<file path="src/rtl/ctrl_pkg.sv">
// Shared decode-stage definitions: opcode/func encodings, ALU codes,
// memtoreg encodings, FSM state type and the control-bundle payload.
package ctrl_pkg;

    localparam int unsigned OP_W       = 6;
    localparam int unsigned FUNC_W     = 6;
    localparam int unsigned ALU_CODE_W = 4;
    localparam int unsigned MTR_W      = 2;

    // Opcodes
    localparam logic [OP_W-1:0] OP_LW     = 6'b000000;
    localparam logic [OP_W-1:0] OP_SW     = 6'b000001;
    localparam logic [OP_W-1:0] OP_BEQ    = 6'b000010;
    localparam logic [OP_W-1:0] OP_J      = 6'b000011;
    localparam logic [OP_W-1:0] OP_RTYPE  = 6'b000100;
    localparam logic [OP_W-1:0] OP_LUI    = 6'b000101;
    localparam logic [OP_W-1:0] OP_ANDI   = 6'b000110;
    localparam logic [OP_W-1:0] OP_SLTIMM = 6'b000111;
    localparam logic [OP_W-1:0] OP_SLTI   = 6'b001000;
    localparam logic [OP_W-1:0] OP_XORI   = 6'b001001;

    // R-type function codes
    localparam logic [FUNC_W-1:0] FN_ADD = 6'b100000;
    localparam logic [FUNC_W-1:0] FN_SUB = 6'b100010;
    localparam logic [FUNC_W-1:0] FN_AND = 6'b100100;
    localparam logic [FUNC_W-1:0] FN_OR  = 6'b100101;
    localparam logic [FUNC_W-1:0] FN_SLT = 6'b101010;
    localparam logic [FUNC_W-1:0] FN_MUL = 6'b011000;

    // ALU operation codes; the top zero-extends these to its ALU_W
    localparam logic [ALU_CODE_W-1:0] ALU_NONE = 4'd0;
    localparam logic [ALU_CODE_W-1:0] ALU_OR   = 4'd1;
    localparam logic [ALU_CODE_W-1:0] ALU_ADD  = 4'd2;
    localparam logic [ALU_CODE_W-1:0] ALU_AND  = 4'd3;
    localparam logic [ALU_CODE_W-1:0] ALU_XOR  = 4'd4;
    localparam logic [ALU_CODE_W-1:0] ALU_SUB  = 4'd6;
    localparam logic [ALU_CODE_W-1:0] ALU_SLT  = 4'd7;
    localparam logic [ALU_CODE_W-1:0] ALU_MUL  = 4'd8;
    localparam logic [ALU_CODE_W-1:0] ALU_LUI  = 4'd9;

    // Write-back source select
    localparam logic [MTR_W-1:0] MTR_ALU   = 2'b00;
    localparam logic [MTR_W-1:0] MTR_MEM   = 2'b01;
    localparam logic [MTR_W-1:0] MTR_UPPER = 2'b10;

    typedef enum logic {
        RUN      = 1'b0,
        MUL_BUSY = 1'b1
    } state_t;

    // Control half of the ID/EX register
    typedef struct packed {
        logic [MTR_W-1:0]      memtoreg;
        logic                  memwrite;
        logic                  memread;
        logic                  branch;
        logic                  jump;
        logic                  alusrc;
        logic                  regdst;
        logic                  regwrite;
        logic [ALU_CODE_W-1:0] alu;
    } ctrl_t;

    localparam ctrl_t CTRL_BUBBLE = '0;

    // Result of decoding one instruction
    typedef struct packed {
        logic  legal;
        logic  is_mul;
        logic  reads_rt;
        ctrl_t ctrl;
    } dec_t;

endpackage

</file>
<file path="src/rtl/load_use_detect.sv">
// Load-use hazard comparator.
// Ports: ex_memread/ex_valid/ex_dest - registered bundle of the instruction in EX;
//        rs/rt - source fields of the instruction in ID; reads_rt - ID instruction
//        consumes rt; hazard - EX load writes a register the ID instruction reads.
module load_use_detect #(
    parameter int unsigned REG_W = 5
) (
    input  logic             ex_memread,
    input  logic             ex_valid,
    input  logic [REG_W-1:0] ex_dest,
    input  logic [REG_W-1:0] rs,
    input  logic [REG_W-1:0] rt,
    input  logic             reads_rt,
    output logic             hazard
);

    logic match_rs;
    logic match_rt;

    assign match_rs = (ex_dest == rs);
    assign match_rt = reads_rt && (ex_dest == rt);
    assign hazard   = ex_memread && ex_valid && (match_rs || match_rt);

endmodule

</file>
<file path="src/rtl/id_ctrl_stage.sv">
// Decode-stage control generator: decodes opcode/func into the control
// bundle and registers it as the control half of ID/EX. Handles load-use
// stalls, flush bubbles and multi-cycle mul occupancy.
// Ports: clk/reset - clock, async active-high reset;
//        valid_in/opcode/func/rs/rt/rd - IF/ID instruction;
//        flush - kill the ID instruction; hold - freeze the stage;
//        memtoreg..regwrite/aluControl/dest_reg/valid_out - registered bundle;
//        illegal - one-cycle undecodable-instruction pulse;
//        stall_out - combinational stall to PC and IF/ID.
module id_ctrl_stage
    import ctrl_pkg::*;
#(
    parameter int unsigned ALU_W      = 4,
    parameter int unsigned REG_W      = 5,
    parameter int unsigned MUL_CYCLES = 3
) (
    input  logic             clk,
    input  logic             reset,
    input  logic             valid_in,
    input  logic [5:0]       opcode,
    input  logic [5:0]       func,
    input  logic [REG_W-1:0] rs,
    input  logic [REG_W-1:0] rt,
    input  logic [REG_W-1:0] rd,
    input  logic             flush,
    input  logic             hold,
    output logic [1:0]       memtoreg,
    output logic             memwrite,
    output logic             memRead,
    output logic             branch,
    output logic             jump,
    output logic             aluSrc,
    output logic             regdst,
    output logic             regwrite,
    output logic [ALU_W-1:0] aluControl,
    output logic [REG_W-1:0] dest_reg,
    output logic             valid_out,
    output logic             illegal,
    output logic             stall_out
);

    localparam int unsigned CNT_W    = $clog2(MUL_CYCLES) + 1;
    // Busy cycles remaining after the first bubble; unused when mul is single-cycle
    localparam int unsigned CNT_INIT = (MUL_CYCLES > 1) ? (MUL_CYCLES - 2) : 0;

    // Decode table; illegal encodings come back as a bubble with legal=0
    function automatic dec_t decode(input logic [5:0] op, input logic [5:0] fn);
        dec_t d;
        d       = '0;
        d.legal = 1'b1;
        case (op)
            OP_LW: begin
                d.ctrl.memread  = 1'b1;
                d.ctrl.memtoreg = MTR_MEM;
                d.ctrl.regwrite = 1'b1;
                d.ctrl.alusrc   = 1'b1;
                d.ctrl.alu      = ALU_ADD;
            end
            OP_SW: begin
                d.ctrl.memwrite = 1'b1;
                d.ctrl.alusrc   = 1'b1;
                d.ctrl.alu      = ALU_ADD;
                d.reads_rt      = 1'b1;
            end
            OP_BEQ: begin
                d.ctrl.branch = 1'b1;
                d.ctrl.alu    = ALU_SUB;
                d.reads_rt    = 1'b1;
            end
            OP_J: begin
                d.ctrl.jump = 1'b1;
            end
            OP_RTYPE: begin
                d.ctrl.regdst   = 1'b1;
                d.ctrl.regwrite = 1'b1;
                d.reads_rt      = 1'b1;
                case (fn)
                    FN_ADD:  d.ctrl.alu = ALU_ADD;
                    FN_SUB:  d.ctrl.alu = ALU_SUB;
                    FN_AND:  d.ctrl.alu = ALU_AND;
                    FN_OR:   d.ctrl.alu = ALU_OR;
                    FN_SLT:  d.ctrl.alu = ALU_SLT;
                    FN_MUL: begin
                        d.ctrl.alu = ALU_MUL;
                        d.is_mul   = 1'b1;
                    end
                    default: d.legal = 1'b0;
                endcase
            end
            OP_LUI: begin
                d.ctrl.memtoreg = MTR_UPPER;
                d.ctrl.regwrite = 1'b1;
                d.ctrl.alusrc   = 1'b1;
                d.ctrl.alu      = ALU_LUI;
            end
            OP_ANDI: begin
                d.ctrl.regwrite = 1'b1;
                d.ctrl.alusrc   = 1'b1;
                d.ctrl.alu      = ALU_AND;
            end
            OP_SLTIMM, OP_SLTI: begin
                d.ctrl.regwrite = 1'b1;
                d.ctrl.alusrc   = 1'b1;
                d.ctrl.alu      = ALU_SLT;
            end
            OP_XORI: begin
                d.ctrl.regwrite = 1'b1;
                d.ctrl.alusrc   = 1'b1;
                d.ctrl.alu      = ALU_XOR;
            end
            default: d.legal = 1'b0;
        endcase
        // reads_rt follows the opcode so a bad func still honours rt dependencies
        if (!d.legal) begin
            d.ctrl   = CTRL_BUBBLE;
            d.is_mul = 1'b0;
        end
        return d;
    endfunction

    state_t           state, state_n;
    logic [CNT_W-1:0] cnt, cnt_n;
    ctrl_t            ctrl_q, ctrl_n;
    logic             valid_q, valid_n;
    logic             illegal_q, illegal_n;
    logic [REG_W-1:0] dest_q, dest_n;
    dec_t             dec;
    logic             hazard_raw;
    logic             hazard;

    assign dec = decode(opcode, func);

    // Load-use check against the registered bundle now in EX
    load_use_detect #(
        .REG_W (REG_W)
    ) u_load_use_detect (
        .ex_memread (ctrl_q.memread),
        .ex_valid   (valid_q),
        .ex_dest    (dest_q),
        .rs         (rs),
        .rt         (rt),
        .reads_rt   (dec.reads_rt),
        .hazard     (hazard_raw)
    );

    assign hazard = hazard_raw && valid_in;

    // Next-state and next-bundle selection
    always_comb begin
        state_n   = state;
        cnt_n     = cnt;
        ctrl_n    = CTRL_BUBBLE;
        valid_n   = 1'b0;
        dest_n    = '0;
        illegal_n = 1'b0;

        // In MUL_BUSY the stall is unconditional; in RUN a flush overrides the hazard
        stall_out = (state == MUL_BUSY) || (hazard && !flush);

        if (hold) begin
            ctrl_n    = ctrl_q;
            valid_n   = valid_q;
            dest_n    = dest_q;
            illegal_n = illegal_q;
        end else if (state == MUL_BUSY) begin
            // A flush here targets a younger instruction; the mul count keeps running
            if (cnt == '0) begin
                state_n = RUN;
            end else begin
                cnt_n = cnt - CNT_W'(1);
            end
        end else if (!flush && !hazard && valid_in) begin
            if (dec.legal) begin
                ctrl_n  = dec.ctrl;
                valid_n = 1'b1;
                dest_n  = dec.ctrl.regdst ? rd : rt;
                if (dec.is_mul && (MUL_CYCLES > 1)) begin
                    state_n = MUL_BUSY;
                    cnt_n   = CNT_W'(CNT_INIT);
                end
            end else begin
                illegal_n = 1'b1;
            end
        end
    end

    // ID/EX control register and FSM state
    always_ff @(posedge clk or posedge reset) begin
        if (reset) begin
            state     <= RUN;
            cnt       <= '0;
            ctrl_q    <= CTRL_BUBBLE;
            valid_q   <= 1'b0;
            dest_q    <= '0;
            illegal_q <= 1'b0;
        end else begin
            state     <= state_n;
            cnt       <= cnt_n;
            ctrl_q    <= ctrl_n;
            valid_q   <= valid_n;
            dest_q    <= dest_n;
            illegal_q <= illegal_n;
        end
    end

    assign memtoreg   = ctrl_q.memtoreg;
    assign memwrite   = ctrl_q.memwrite;
    assign memRead    = ctrl_q.memread;
    assign branch     = ctrl_q.branch;
    assign jump       = ctrl_q.jump;
    assign aluSrc     = ctrl_q.alusrc;
    assign regdst     = ctrl_q.regdst;
    assign regwrite   = ctrl_q.regwrite;
    assign aluControl = ALU_W'(ctrl_q.alu);
    assign dest_reg   = dest_q;
    assign valid_out  = valid_q;
    assign illegal    = illegal_q;

endmodule

</file>
<file path="config.mk">
export PLATFORM = sky130hd
export DESIGN_NAME = id_ctrl_stage
export DESIGN_NICKNAME = d
export VERILOG_FILES = /design/src/rtl/ctrl_pkg.sv /design/src/rtl/load_use_detect.sv /design/src/rtl/id_ctrl_stage.sv
export SDC_FILE = /design/constraint.sdc
export NUM_CORES = 1
export LEC_CHECK = 0
export CORE_AREA = 4 4 63 65
export CTS_BUF_LIST = sky130_fd_sc_hd__clkbuf_4
export CTS_CLUSTER_SIZE = 24
export DETAILED_ROUTE_END_ITERATION = 6
export DIE_AREA = 0 0 67 69
export PLACE_DENSITY_LB_ADDON = 0.2
export SETUP_SLACK_MARGIN = 0.3
export SLEW_MARGIN = 10
export SYNTH_ARGS = -nofsm -noshare
export SYNTH_HDL_FRONTEND = slang
export SYNTH_HIERARCHICAL = 1
export SYNTH_SLANG_ARGS = --single-unit
</file>
<file path="constraint.sdc">
create_clock -name clk -period 3.4 [get_ports clk]
set_input_delay 1.02 -clock clk [delete_from_list [all_inputs] [get_ports clk]]
set_output_delay 1.02 -clock clk [all_outputs]
set_load 0.02 [all_outputs]
</file>
==> flow_metrics.py, run 1 <==
metrics = {
    "finish": {
        "largest_register_ffs": 5,
        "finalNetCount": 269,
        "fill_cells": 302,
        "drive_above_1_share_pct": 17.95,
        "area_growth_pct": 46.43,
        "antenna_cells": 0,
        "final_core_util_pct": 69.18,
    },
    "floorplanning": {
        "die_w_um": 67,
        "ios": 53,
        "start_util_pct": 47.24,
        "die_h_um": 69,
        "rows": 21,
        "fp.dieArea_mm2": 0.004623,
        "core_mm2": 0.003337,
    },
    "detailed_routing": {
        "dr_total_vias": 1566,
        "vias_per_cell": 5.593,
        "first_iter_violations": 90,
        "wirelength_um": 4627,
        "drcViolationCount": 0,
        "ant_nets": 0,
        "drt_pass1_iterations": 4,
        "routedWlPerCell_um": 16.53,
    },
    "synth": {
        "ys_ff_latch": 24,
        "synth_top_area_share_pct": 38.10,
        "async_reset_ff_share_pct": 100.0,
        "synth_cell_type_count": 45,
        "synth.area.top_cells": "dfrtp_1, a22o_1, xnor2_1",
        "syn_nets": 203,
        "synth_edf_count": 0,
        "ys_warn_count": 6,
        "netlist_instances": 169,
        "synth_seq_area_share_pct": 38.10,
        "synth_area_mm2": 0.001577,
        "avgSynthCellArea_um2": 9.328,
        "synth_top_area_cell": "dfrtp_1",
        "synth_flop_cell": "dfrtp_1",
    },
    "clock_network": {
        "cts_max_level": 1,
        "cts.hold.buffers_added": 0,
        "clk_pin_slew_ns": 0.14,
        "clock_sinks": 24,
        "insertion_delay_ns": 0.32,
        "cts_tree": "yes",
        "clk_path_buf_depth": 2,
        "cts_buffers": 3,
        "cts-root-buf": "clkbuf_4",
    },
    "global_route": {
        "track_usage_pct": 21.04,
        "antenna_found_initial": 0,
        "grt_pass1_wl_um": 7797,
        "grt_max_degree": 27,
        "grt_pass1_vias": 1601,
        "gr-total-overflow": 0,
    },
    "timing": {
        "rsz0062_at_grt": "yes",
        "finalCritPeriodShare_pct": 95.37,
        "max_slew_margin_pct": 36.45,
        "tightest_slew_ns": 0.9523,
        "setup_ws_ns": 0.1576,
        "fmax_ghz": 0.3084,
        "maxSlewViolCount": 0,
        "finalClockSkew_ns": 0.002326,
        "finalHoldViolCount": 0,
        "finalSetupViolCount": 0,
        "finalSetupTns_ns": 0,
        "fin_hold_ws_ns": 0.5056,
        "period_needed_ns": 3.242,
    },
    "critical_path": {
        "r2r_setup_slack_ns": 1.09,
        "r2r_start": "dest_reg[4]",
        "cp.required_ns": 2.38,
        "crit_start": "opcode[0]",
        "crit_path_start_kind": "input pin",
        "cp_max_fo": 5,
        "end_kind": "output pin",
        "cp.arrival_ns": 2.22,
        "rr_worst_depth": 11,
        "worstSetupPathType": "in -> out",
        "r2r-end": "dest_reg[0]",
    },
    "placement": {
        "io_buffer_count": 52,
        "dp_hpwl_um": 3497,
        "gp_congestion": 0.8205,
        "post-place-ws_ns": -0.7602,
    },
    "run_status": {
        "status": "completed",
    },
    "flow_run": {
        "drv_cap": 0,
    },
    "pwr": {
        "p_per_area_mw_per_mm2": 275.8,
        "ir_drop_mv": 0.1760,
        "leakage_nw": 0.9985,
    },
    "worst_hold_path": {
        "hold_start": "jump",
        "hold_path_depth": 2,
        "hold_class": "reg -> reg",
        "whs_endpoint": "jump",
    },
}
cells in the mapped netlist (all sizes together) (3+ instances only):
library cell / count
clkbuf: 5
a32o: 3
nor4bb: 3
xnor2: 10
inv: 7
nand4: 4
o21a: 3
o21ai: 8
nand2: 21
nand2b: 8
nor2: 9
a22o: 14
dfrtp: 24
buf: 4
nand3: 7
o22ai: 3
a21oi: 4
through the flow:
stage | area, µm² | std cells | power (mW)
after floorplan | 1593 | 169 | 0.3608
after global placement | 2221 | 272 | 0.4272
after detailed placement | 2221 | 272 | 0.4313
after CTS | 2306 | 279 | 0.6415
after global routing | 2308 | 280 | 0.6660
final | 2308 | 280 | 0.6366
area by class of cell:
cell class	instances	area (µm²)	share of cell area, %
Clock inverter	1	30.03	1.301
Timing Repair Buffer	70	643.1	27.86
Tap cell	46	57.56	2.493
Inverter	7	26.28	1.138
Clock buffer	3	22.52	0.9756
Sequential cell	24	600.6	26.02
Multi-Input combinational cell	129	928.4	40.22
repair_timing:
| item | CTS | global route |
|---|---|---|
| resized for setup | 35 | 4 |
| setup buffers | 3 | 1 |
| gates cloned | 0 | 0 |
| pin swaps | 11 | 5 |
| endpoints found under the hold margin | 0 | 0 |
| setup endpoints to repair | 8 | 1 |
metal layers:
| metal | vias to the layer above | routed length [µm] | GRT usage [%] |
|---|---|---|---|
| li1 | 757 | - | - |
| met1 | 760 | 2019 | 26.84 |
| met2 | 47 | 2333 | 37.12 |
| met3 | 2 | 253 | 2.273 |
| met4 | 0 | 21 | 4.955 |
| met5 | - | 0 | 0 |
logic make-up after synthesis:
family | Yosys count | synth area share [%]
muxes | 2 | 1.270
buffers and inverters | 16 | 5.079
DFF | 24 | 38.10
and+or+nand+nor | 66 | 23.97
adders and majority gates | 2 | 1.587
xor gates and xnor gates | 10 | 5.555
AOI/OAI and AO/OA | 49 | 24.45
layout by cell type (no fill, tap or decap), types with 3 or more instances in the layout:
cell / count
a32o_1: 3
nand4_1: 4
inv_1: 6
nand3_1: 7
clkbuf_4: 3
dlygate4sd2_1: 9
buf_4: 16
o21ai_0: 8
clkdlybuf4s50_1: 36
xnor2_1: 9
nor4bb_1: 3
nand2_1: 20
buf_6: 3
nor2_1: 9
a22o_1: 14
o21a_1: 3
nand2b_1: 6
dfrtp_1: 24
power by group:
part	switching, mW	leakage [nW]	internal, mW	total [mW]
combinational	0.0652	0.649	0.0684	0.134
clock	0.0909	0.0279	0.119	0.210
sequential	0.00338	0.321	0.290	0.293
total	0.159	0.998	0.477	0.637
worst max-delay path: stages:
cell and delay (ns):
buf_6 0.09, buf_8 0.12, nand2b_4 0.14, a21oi_2 0.10, o21a_1 0.13, nand4_1 0.11
o22ai_2 0.21, a31o_2 0.19, buf_6 0.11
worst max path at each step:
stage                 to  slack [ns]  cells past startpoint
6_report       stall_out        0.16                      9
5_1_grt        stall_out        0.10                      9
4_1_cts        stall_out        0.17                      9
3_5_place_dp   stall_out       -0.76                      8
3_3_place_gp   stall_out       -0.73                      8
2_1_floorplan  stall_out        0.31                      6
Power figures use the tool's default switching activity.
==> inputs of run 2 (changes only) <==
Settings changed: CAP_MARGIN set to 20, REMOVE_ABC_BUFFERS set to 1.
==> run 2 against run 1 <==
Clock power down 37%. Setup slack better by 0.035 ns. Global-route usage up 0.12 points. First-iteration DRC count up 1.1%. Largest cell class unchanged. Maximum frequency up 1.1%. Core utilization down 0.97 points. Hold slack better by 0.0062 ns. Combinational power about the same. Clock-buffer cell count unchanged. Routed wire length up 4.1%. Via count up 1.6%.
==> flow_metrics.py, run 2 (synthesis gave the netlist of run 1 again) <==
metrics = {
    "run_status": {
        "status": "completed",
    },
    "timing": {
        "fmax_ghz": 0.3117,
        "finalHoldViolCount": 0,
        "finalSetupViolCount": 0,
        "max_slew_margin_pct": 37.03,
        "setup_ws_ns": 0.1921,
        "maxSlewViolCount": 0,
        "tightest_slew_ns": 0.9435,
        "finalCritPeriodShare_pct": 94.35,
        "period_needed_ns": 3.208,
        "rsz0062_at_grt": "yes",
        "finalClockSkew_ns": 0.003652,
    },
    "global_route": {
        "grt_pass1_wl_um": 7776,
        "gr-total-overflow": 0,
        "track_usage_pct": 21.16,
        "grt_max_degree": 27,
        "grt_pass1_vias": 1576,
        "antenna_found_initial": 0,
    },
    "finish": {
        "final_core_util_pct": 68.20,
        "area_growth_pct": 44.36,
        "final_cell_mix": "clkdlybuf4s50_1, dfrtp_1, nand2_1",
        "antenna_cells": 0,
        "finalNetCount": 269,
        "design_area_mm2": 0.002276,
        "layout_commonest_cell": "clkdlybuf4s50_1",
        "drive_above_1_share_pct": 17.95,
        "largest_register_ffs": 5,
    },
    "placement": {
        "post-place-ws_ns": -0.8259,
        "dpl-instance-area_mm2": 0.002213,
        "io_buffer_count": 52,
        "dp_hpwl_um": 3530,
        "gp_congestion": 0.8803,
    },
    "worst_hold_path": {
        "hold_start": "illegal",
        "hold_class": "reg -> reg",
        "hold_path_depth": 2,
        "whs_endpoint": "illegal",
    },
    "clock_network": {
        "clk_path_buf_depth": 2,
        "clk_pin_slew_ns": 0.14,
        "cts_max_level": 1,
        "insertion_delay_ns": 0.31,
        "cts-root-buf": "clkbuf_4",
        "clock_sinks": 24,
        "cts_buffers": 3,
        "cts_tree": "yes",
    },
    "critical_path": {
        "crit_path_start_kind": "input pin",
        "cpPeakStageDelay_ns": 0.21,
        "r2r_setup_slack_ns": 1.39,
        "cp_slowest_cell": "o22ai_2",
        "cp.arrival_ns": 2.19,
        "cp_max_fo": 4,
        "cp.required_ns": 2.38,
        "r2r_start": "dest_reg[4]",
        "r2r-end": "cnt[1]",
        "end_kind": "output pin",
        "rr_worst_depth": 9,
        "path_cells": "buf_12 -> nand2b_4 -> a21oi_2 -> o21a_1 -> nand4_1 -> o22ai_2 -> a31o_2 -> buf_6",
        "worstSetupPathType": "in -> out",
    },
    "detailed_routing": {
        "drcViolationCount": 0,
        "drt_pass1_iterations": 4,
        "wirelength_um": 4817,
        "ant_nets": 0,
        "first_iter_violations": 91,
        "vias_per_cell": 5.682,
        "dr_total_vias": 1591,
        "routedWlPerCell_um": 17.20,
    },
    "floorplanning": {
        "core_mm2": 0.003337,
        "die_w_um": 67,
        "ios": 53,
        "start_util_pct": 47.24,
        "fp.dieArea_mm2": 0.004623,
        "die_h_um": 69,
        "rows": 21,
    },
    "flow_run": {
        "drv_cap": 0,
    },
    "pwr": {
        "p_per_area_mw_per_mm2": 247.1,
        "leakage_nw": 0.9818,
        "ir_drop_mv": 0.1470,
    },
}
## run 2: repair_timing
| item | 4_1_cts | 5_1_grt |
|---|---|---|
| hold endpoints to repair | 0 | 0 |
| buffers inserted | 1 | 2 |
| hold buffers | 0 | 0 |
| gates cloned | 0 | 0 |
| gates resized for setup | 47 | 3 |
| setup endpoints to repair | 1 | 1 |
| pin swaps | 11 | 5 |
## run 2: metrics by stage
step	std cells	hold slack [ns]	TNS, ns	power, mW
final	280	0.5118	0	0.5624
after global routing	280	0.5473	0	0.5864
after CTS	278	0.5169	0	0.5609
after detailed placement	273	0.4846	-0.8270	0.4311
after global placement	273	0.4650	-0.6605	0.4261
after floorplan	160	0.4455	0	0.3477
## run 2: power by group
part | leakage, nW | switching (mW) | internal, mW
Combinational | 0.645 | 0.0664 | 0.0701
Sequential | 0.321 | 0.00340 | 0.290
Clock | 0.0154 | 0.0900 | 0.0429
## run 2: layout make-up
| class | instances | area (µm²) |
|---|---|---|
| Sequential cell | 24 | 600.6 |
| Tap cell | 46 | 57.56 |
| Clock inverter | 1 | 3.754 |
| Inverter | 7 | 26.28 |
| Clock buffer | 3 | 22.52 |
| Timing Repair Buffer | 70 | 644.4 |
| Fill cell | 276 | 1061 |
| Multi-Input combinational cell | 129 | 920.9 |
## run 2: worst max-delay path: cells and delay by family
| family | cells | cell delay [ns] |
|---|---|---|
| AO/OA/AOI/OAI | 4 | 0.68 |
| buffers and inverters | 2 | 0.22 |
| AND/OR/NAND/NOR | 2 | 0.27 |
## run 2: worst max path at each step
| stage | startpoint | end | slack (ns) | cells past startpoint |
|---|---|---|---|---|
| 2_1_floorplan | opcode[0] | stall_out | 0.48 | 6 |
| 3_3_place_gp | opcode[1] | stall_out | -0.66 | 8 |
| 3_5_place_dp | opcode[1] | stall_out | -0.83 | 8 |
| 4_1_cts | opcode[0] | stall_out | 0.16 | 8 |
| 5_1_grt | opcode[1] | stall_out | 0.14 | 8 |
| 6_report | opcode[1] | stall_out | 0.19 | 8 |
## run 2: metal layers
| layer | share of wire, % | wire, µm | vias to the layer above | GRT usage (%) |
|---|---|---|---|---|
| met1 | 41 | 1962 | 761 | 27.65 |
| met3 | 7.2 | 347 | 10 | 3.571 |
| met4 | 1.6 | 79 | 0 | 4.054 |
| li1 | - | - | 754 | - |
| met2 | 50 | 2428 | 66 | 36.24 |
| met5 | 0 | 0 | - | 0 |
==> patch 1 (settings of run 2) <==
Set the parameter `MUL_CYCLES` to 6 (it was 3).
--- a/src/rtl/id_ctrl_stage.sv
+++ b/src/rtl/id_ctrl_stage.sv
@@ -13,5 +13,5 @@
     parameter int unsigned ALU_W      = 4,
     parameter int unsigned REG_W      = 5,
-    parameter int unsigned MUL_CYCLES = 3
+    parameter int unsigned MUL_CYCLES = 6
 ) (
     input  logic             clk,
Function: changed (a bounded check fails within 4 cycles, from zero or initial values and one cycle with reset high).
==> patch 1 against run 2 <==
  * Register-to-register slack got worse by 0.30 ns
  * Largest power group unchanged
  * Sequential cell count rose by 1
  * Via count up 8.7%
  * Die area stayed put
  * Area after synthesis rose by 4.7%
  * Critical endpoint unchanged
  * Sequential power grew 5%
  * Largest cell class unchanged
  * Total power grew 5.4%
  * Routed wire length decreased by 0.33%
  * Worst setup slack got worse by 0.15 ns
  * Final area increased by 8.1%
==> patch 1: results (changes against run 2) <==
Global route
• **via count of the first global-routing pass** 1767, +12%
• **global-route wire length before repair** 7830 µm, +0.71%
• **GR Util All Layers** 0.210, -0.00191
• **maximum number of pins on one net before global-route repair** 26, -3.7%

STA
• **Worst Skew** 0.0100 ns, +0.00637 ns
• **Worst slew margin** 0.533, +0.163
• **Period minus WS final** 3.36 ns, +0.151 ns
• **Hold Worst Slack** 0.503 ns, -0.00849 ns

Placed design
• **DP Wirelength** 3750 µm, +6.2%
• **Post-Place Worst Slack** -0.963 ns, -0.137 ns
• **area after detailed placement** 2340 µm², +5.5%
• **global placement routability congestion** 0.895, +1.7%

Power and ir drop
• **Switching Fraction** 0.270, -0.0140
• **Static Leakage** 1.02 nW, +4.0%
• **Peak VDD IR** 0.115 mV, -21%
• **total chip power** 0.000593 W, +5.4%
• **clock network power** 0.000143 W, +8%
• **power dissipated in sequential cells** 0.000308 W, +5%

Route
• **Starting DRT DRC Count** 97, +6.6%
• **detailed-route via count** 1730, +8.7%
• **routed wire length** 4800 µm, -0.33%

CTS
• **buffers inserted during post-CTS setup optimization** 2, +1
• **cell at the root of the clock tree** sky130_fd_sc_hd__clkbuf_4
• **Max H-tree Level** 1, unchanged
• **number of gates given a new drive strength after cts** 36, -23%

Synthesis
• **number of instances in the synthesized netlist** 183, +8.3%
• **most frequent cells after synthesis** 25 x sky130_fd_sc_hd__dfrtp_1, 24 x sky130_fd_sc_hd__nand2_1, 17 x sky130_fd_sc_hd__o21ai_0
• **Yosys warnings** 6, unchanged
• **number of different library cells in the post-synthesis netlist** 57, +27%
• **ranking of synthesized cells by area** sky130_fd_sc_hd__dfrtp_1 38%, sky130_fd_sc_hd__nand2_1 5.5%, sky130_fd_sc_hd__xnor2_1 5.3%
• **register area share after synthesis** 0.379, -0.00188

Layout
• **filler cell count** 262, -5.1%
• **final standard cell count with taps included and fillers excluded** 303, +8.2%
• **Final #Nets** 292, +8.6%
• **Antenna Diode Count** 0, unchanged
• **share of post-route cells with drive strength above 1** 0.202, +0.0228

Worst setup path
• **delay-heaviest family, CP** simple AND/OR/NAND/NOR gates
• **worst-path cell with the longest stage delay** sky130_fd_sc_hd__or3_4
• **Slowest Stage Delay on Critical Path** 0.39 ns, +0.18 ns
• **maximum fanout count along the critical path** 2, -2
• **data arrival time of the worst path** 2.34 ns, +0.15 ns
• **r2r setup slk** 1.09 ns, -0.30 ns

Status
• **outcome** finished clean

patch 1: changes by cell type in the layout (fill, tap and decap cells not counted), moves of 4 or more:
cell	run 2	this run
sky130_fd_sc_hd__clkdlybuf4s50_1	36	43
sky130_fd_sc_hd__nor2_1	9	13
sky130_fd_sc_hd__a22o_1	14	2
sky130_fd_sc_hd__o21ai_0	8	17
sky130_fd_sc_hd__nand2_1	20	24
sky130_fd_sc_hd__buf_4	17	25
sky130_fd_sc_hd__dlygate4sd2_1	9	1
sky130_fd_sc_hd__o2bb2ai_1	0	5
patch 1: area by class of cell:
| type | instances | area (µm²) | area share |
|---|---|---|---|
| Clock buffer | 4 | 30.0 | 0.0122 |
| Inverter | 9 | 33.8 | 0.0137 |
| Multi-Input combinational cell | 142 | 997 | 0.405 |
| Sequential cell | 25 | 626 | 0.254 |
| Tap cell | 46 | 57.6 | 0.0234 |
| Timing Repair Buffer | 77 | 717 | 0.291 |
patch 1: worst paths after layout:
check / startpoint / end / depth (start not counted)
hold / removal: branch / branch / 2
min in group asynchronous: reset / cnt[2] / 2
setup / recovery: opcode[3] / stall_out / 8
hold reg to reg: branch / branch / 2
max in group asynchronous: reset / dest_reg[1] / 3
setup reg to reg: dest_reg[3] / cnt[1] / 10
patch 1: layer usage:
layer | up-vias | routed length (µm) | GRT usage
met5 | - | 0 | 0
met4 | 0 | 38 | 0.0631
met3 | 4 | 319 | 0.0227
met2 | 73 | 2450 | 0.360
met1 | 839 | 1990 | 0.271
li1 | 814 | - | -
patch 1: logic make-up after synthesis:
group / share of synthesized area
AOI/OAI and AO/OA: 0.235
xor gates and xnor gates: 0.0531
adders and majority gates: 0.0152
buffers and inverters: 0.0417
DFF: 0.379
muxes: 0.0129
and+or+nand+nor: 0.263
==> patch 2 (flow settings as in run 2) <==
Made on the original files. Make the reset (`reset`) synchronous in one clocked block. Comments in the files are not updated.
--- a/src/rtl/id_ctrl_stage.sv
+++ b/src/rtl/id_ctrl_stage.sv
@@ -186,5 +186,5 @@
 
     // ID/EX control register and FSM state
-    always_ff @(posedge clk or posedge reset) begin
+    always_ff @(posedge clk) begin
         if (reset) begin
             state     <= RUN;
Function: differs if reset is asserted again (counterexample within 4 cycles, from zero or initial values and one cycle with reset high); with reset held inactive, the same outputs for 10 cycles.
==> patch 2 against run 2 <==
  * Synthesized cell count did not move
  * Sequential cell count stayed put
  * Routed wire length decreased by 16%
  * Total power is 8.3% lower
  * Final area fell by 7.3%
  * Worst setup slack worse by 0.012 ns
  * Area after synthesis fell by 13%
  * Highest routed layer unchanged
==> patch 2: results (changes against run 2) <==
Placed design
• **Post-Place Worst Slack** -0.693 ns, +0.132 ns
• **global placement routability congestion** 0.864, -1.9%
• **cell count after placement** 275, +0.73%
• **area after detailed placement** 2030 µm², -8.3%
• **DP Wirelength** 3220 µm, -8.9%

Route
• **wire length per cell after detailed routing** 14.4 µm, -16%
• **routed metal-1 wire length** 1720 µm, -13%
• **total length of routed met3 wires** 262 µm, -24%
• **detailed-route via count** 1505, -5.4%
• **metal2 WL** 2010 µm, -17%
• **Starting DRT DRC Count** 62, -32%
• **routed wire length** 4040 µm, -16%

Layout
• **core utilization of the finished layout** 0.632, -0.0499
• **non-clk buf share** 0.297, +0.0140
• **register area** 480 µm², -20%
• **count of multi-input combinational gates** 127, -1.6%
• **share of post-route cells with drive strength above 1** 0.179, -0.000764
• **Final #Nets** 270, +0.37%
• **Non-Clock Buffer Count** 69, -1.4%

Synthesis
• **fraction of registers with async set or reset after synthesis** 0, -1.00
• **register area share after synthesis** 0.351, -0.0299
• **Syn Std Cell Area** 1370 µm², -13%
• **number of different library cells in the post-synthesis netlist** 41, -8.9%

Power and ir drop
• **Static Leakage** 0.804 nW, -18%
• **Pwr per Cell Area** 245 nW/µm², -1.0%
• **net switching component of the power** 0.000132 W, -17%
• **Peak VDD IR** 0.200 mV, +36%

Worst setup path
• **worst setup path start** opcode[4]
• **Slowest Stage Delay on Critical Path** 0.39 ns, +0.18 ns
• **delay-heaviest family, CP** simple AND/OR/NAND/NOR gates
• **maximum fanout count along the critical path** 2, -2

Global route
• **via count of the first global-routing pass** 1488, -5.6%
• **global-route wire length before repair** 6720 µm, -14%

Status
• **outcome** finished clean

STA
• **Worst Skew** 0.0115 ns, +0.00786 ns

Min path
• **critical hold path startpoint** aluControl[3]

==> patch 2: cell types whose count changed after synthesis, moves of 3 or more <==
cell / change
sky130_fd_sc_hd__a21oi_1: +8
sky130_fd_sc_hd__or3_1: +6
sky130_fd_sc_hd__nand3_1: -3
sky130_fd_sc_hd__nand2b_1: -7
sky130_fd_sc_hd__dfrtp_1: -24
sky130_fd_sc_hd__inv_1: +5
sky130_fd_sc_hd__a32oi_1: +9
sky130_fd_sc_hd__nor3_1: +3
sky130_fd_sc_hd__a22o_1: -11
sky130_fd_sc_hd__dfxtp_1: +24
sky130_fd_sc_hd__nand2_1: +4
==> patch 2: kinds of logic (layout without fill, tap and decap cells) <==
logic type / count (synthesis) / after routing / synth area share
AND/OR/NAND/NOR: 67 / 67 / 0.257
AO/OA/AOI/OAI: 47 / 47 / 0.251
flip-flops: 24 / 24 / 0.351
buffers and inverters: 18 / 84 / 0.0521
XOR/XNOR: 11 / 11 / 0.0704
adder cells (fa/ha/maj): 2 / 2 / 0.0183
==> patch 2: worst min-delay path, delay by kind of cell, from the launching register on <==
family | cells | cell delay, ns
flops | 1 | 0.33
simple gates | 2 | 0.09
==> patch 2: path summary, 6_finish.rpt <==
path	end	slack [ns]	depth (start not counted)
setup / recovery	stall_out	0.18	7
hold / removal	aluControl[3]	0.45	2
setup reg to reg	dest_reg[3]	1.00	10
hold reg to reg	aluControl[3]	0.45	2
==> patch 2: what timing repair did <==
item	CTS	global route
setup endpoints to repair	19	1
endpoints found under the hold margin	0	0
setup buffers	1	1
pin swaps	14	3
resized for setup	52	2
==> patch 2: routing by layer <==
layer  track usage  vias to the layer above
met1         0.218                      699
li1              -                      749
met3        0.0487                        6
met5             0                        -
met2         0.309                       51
met4        0.0405                        0
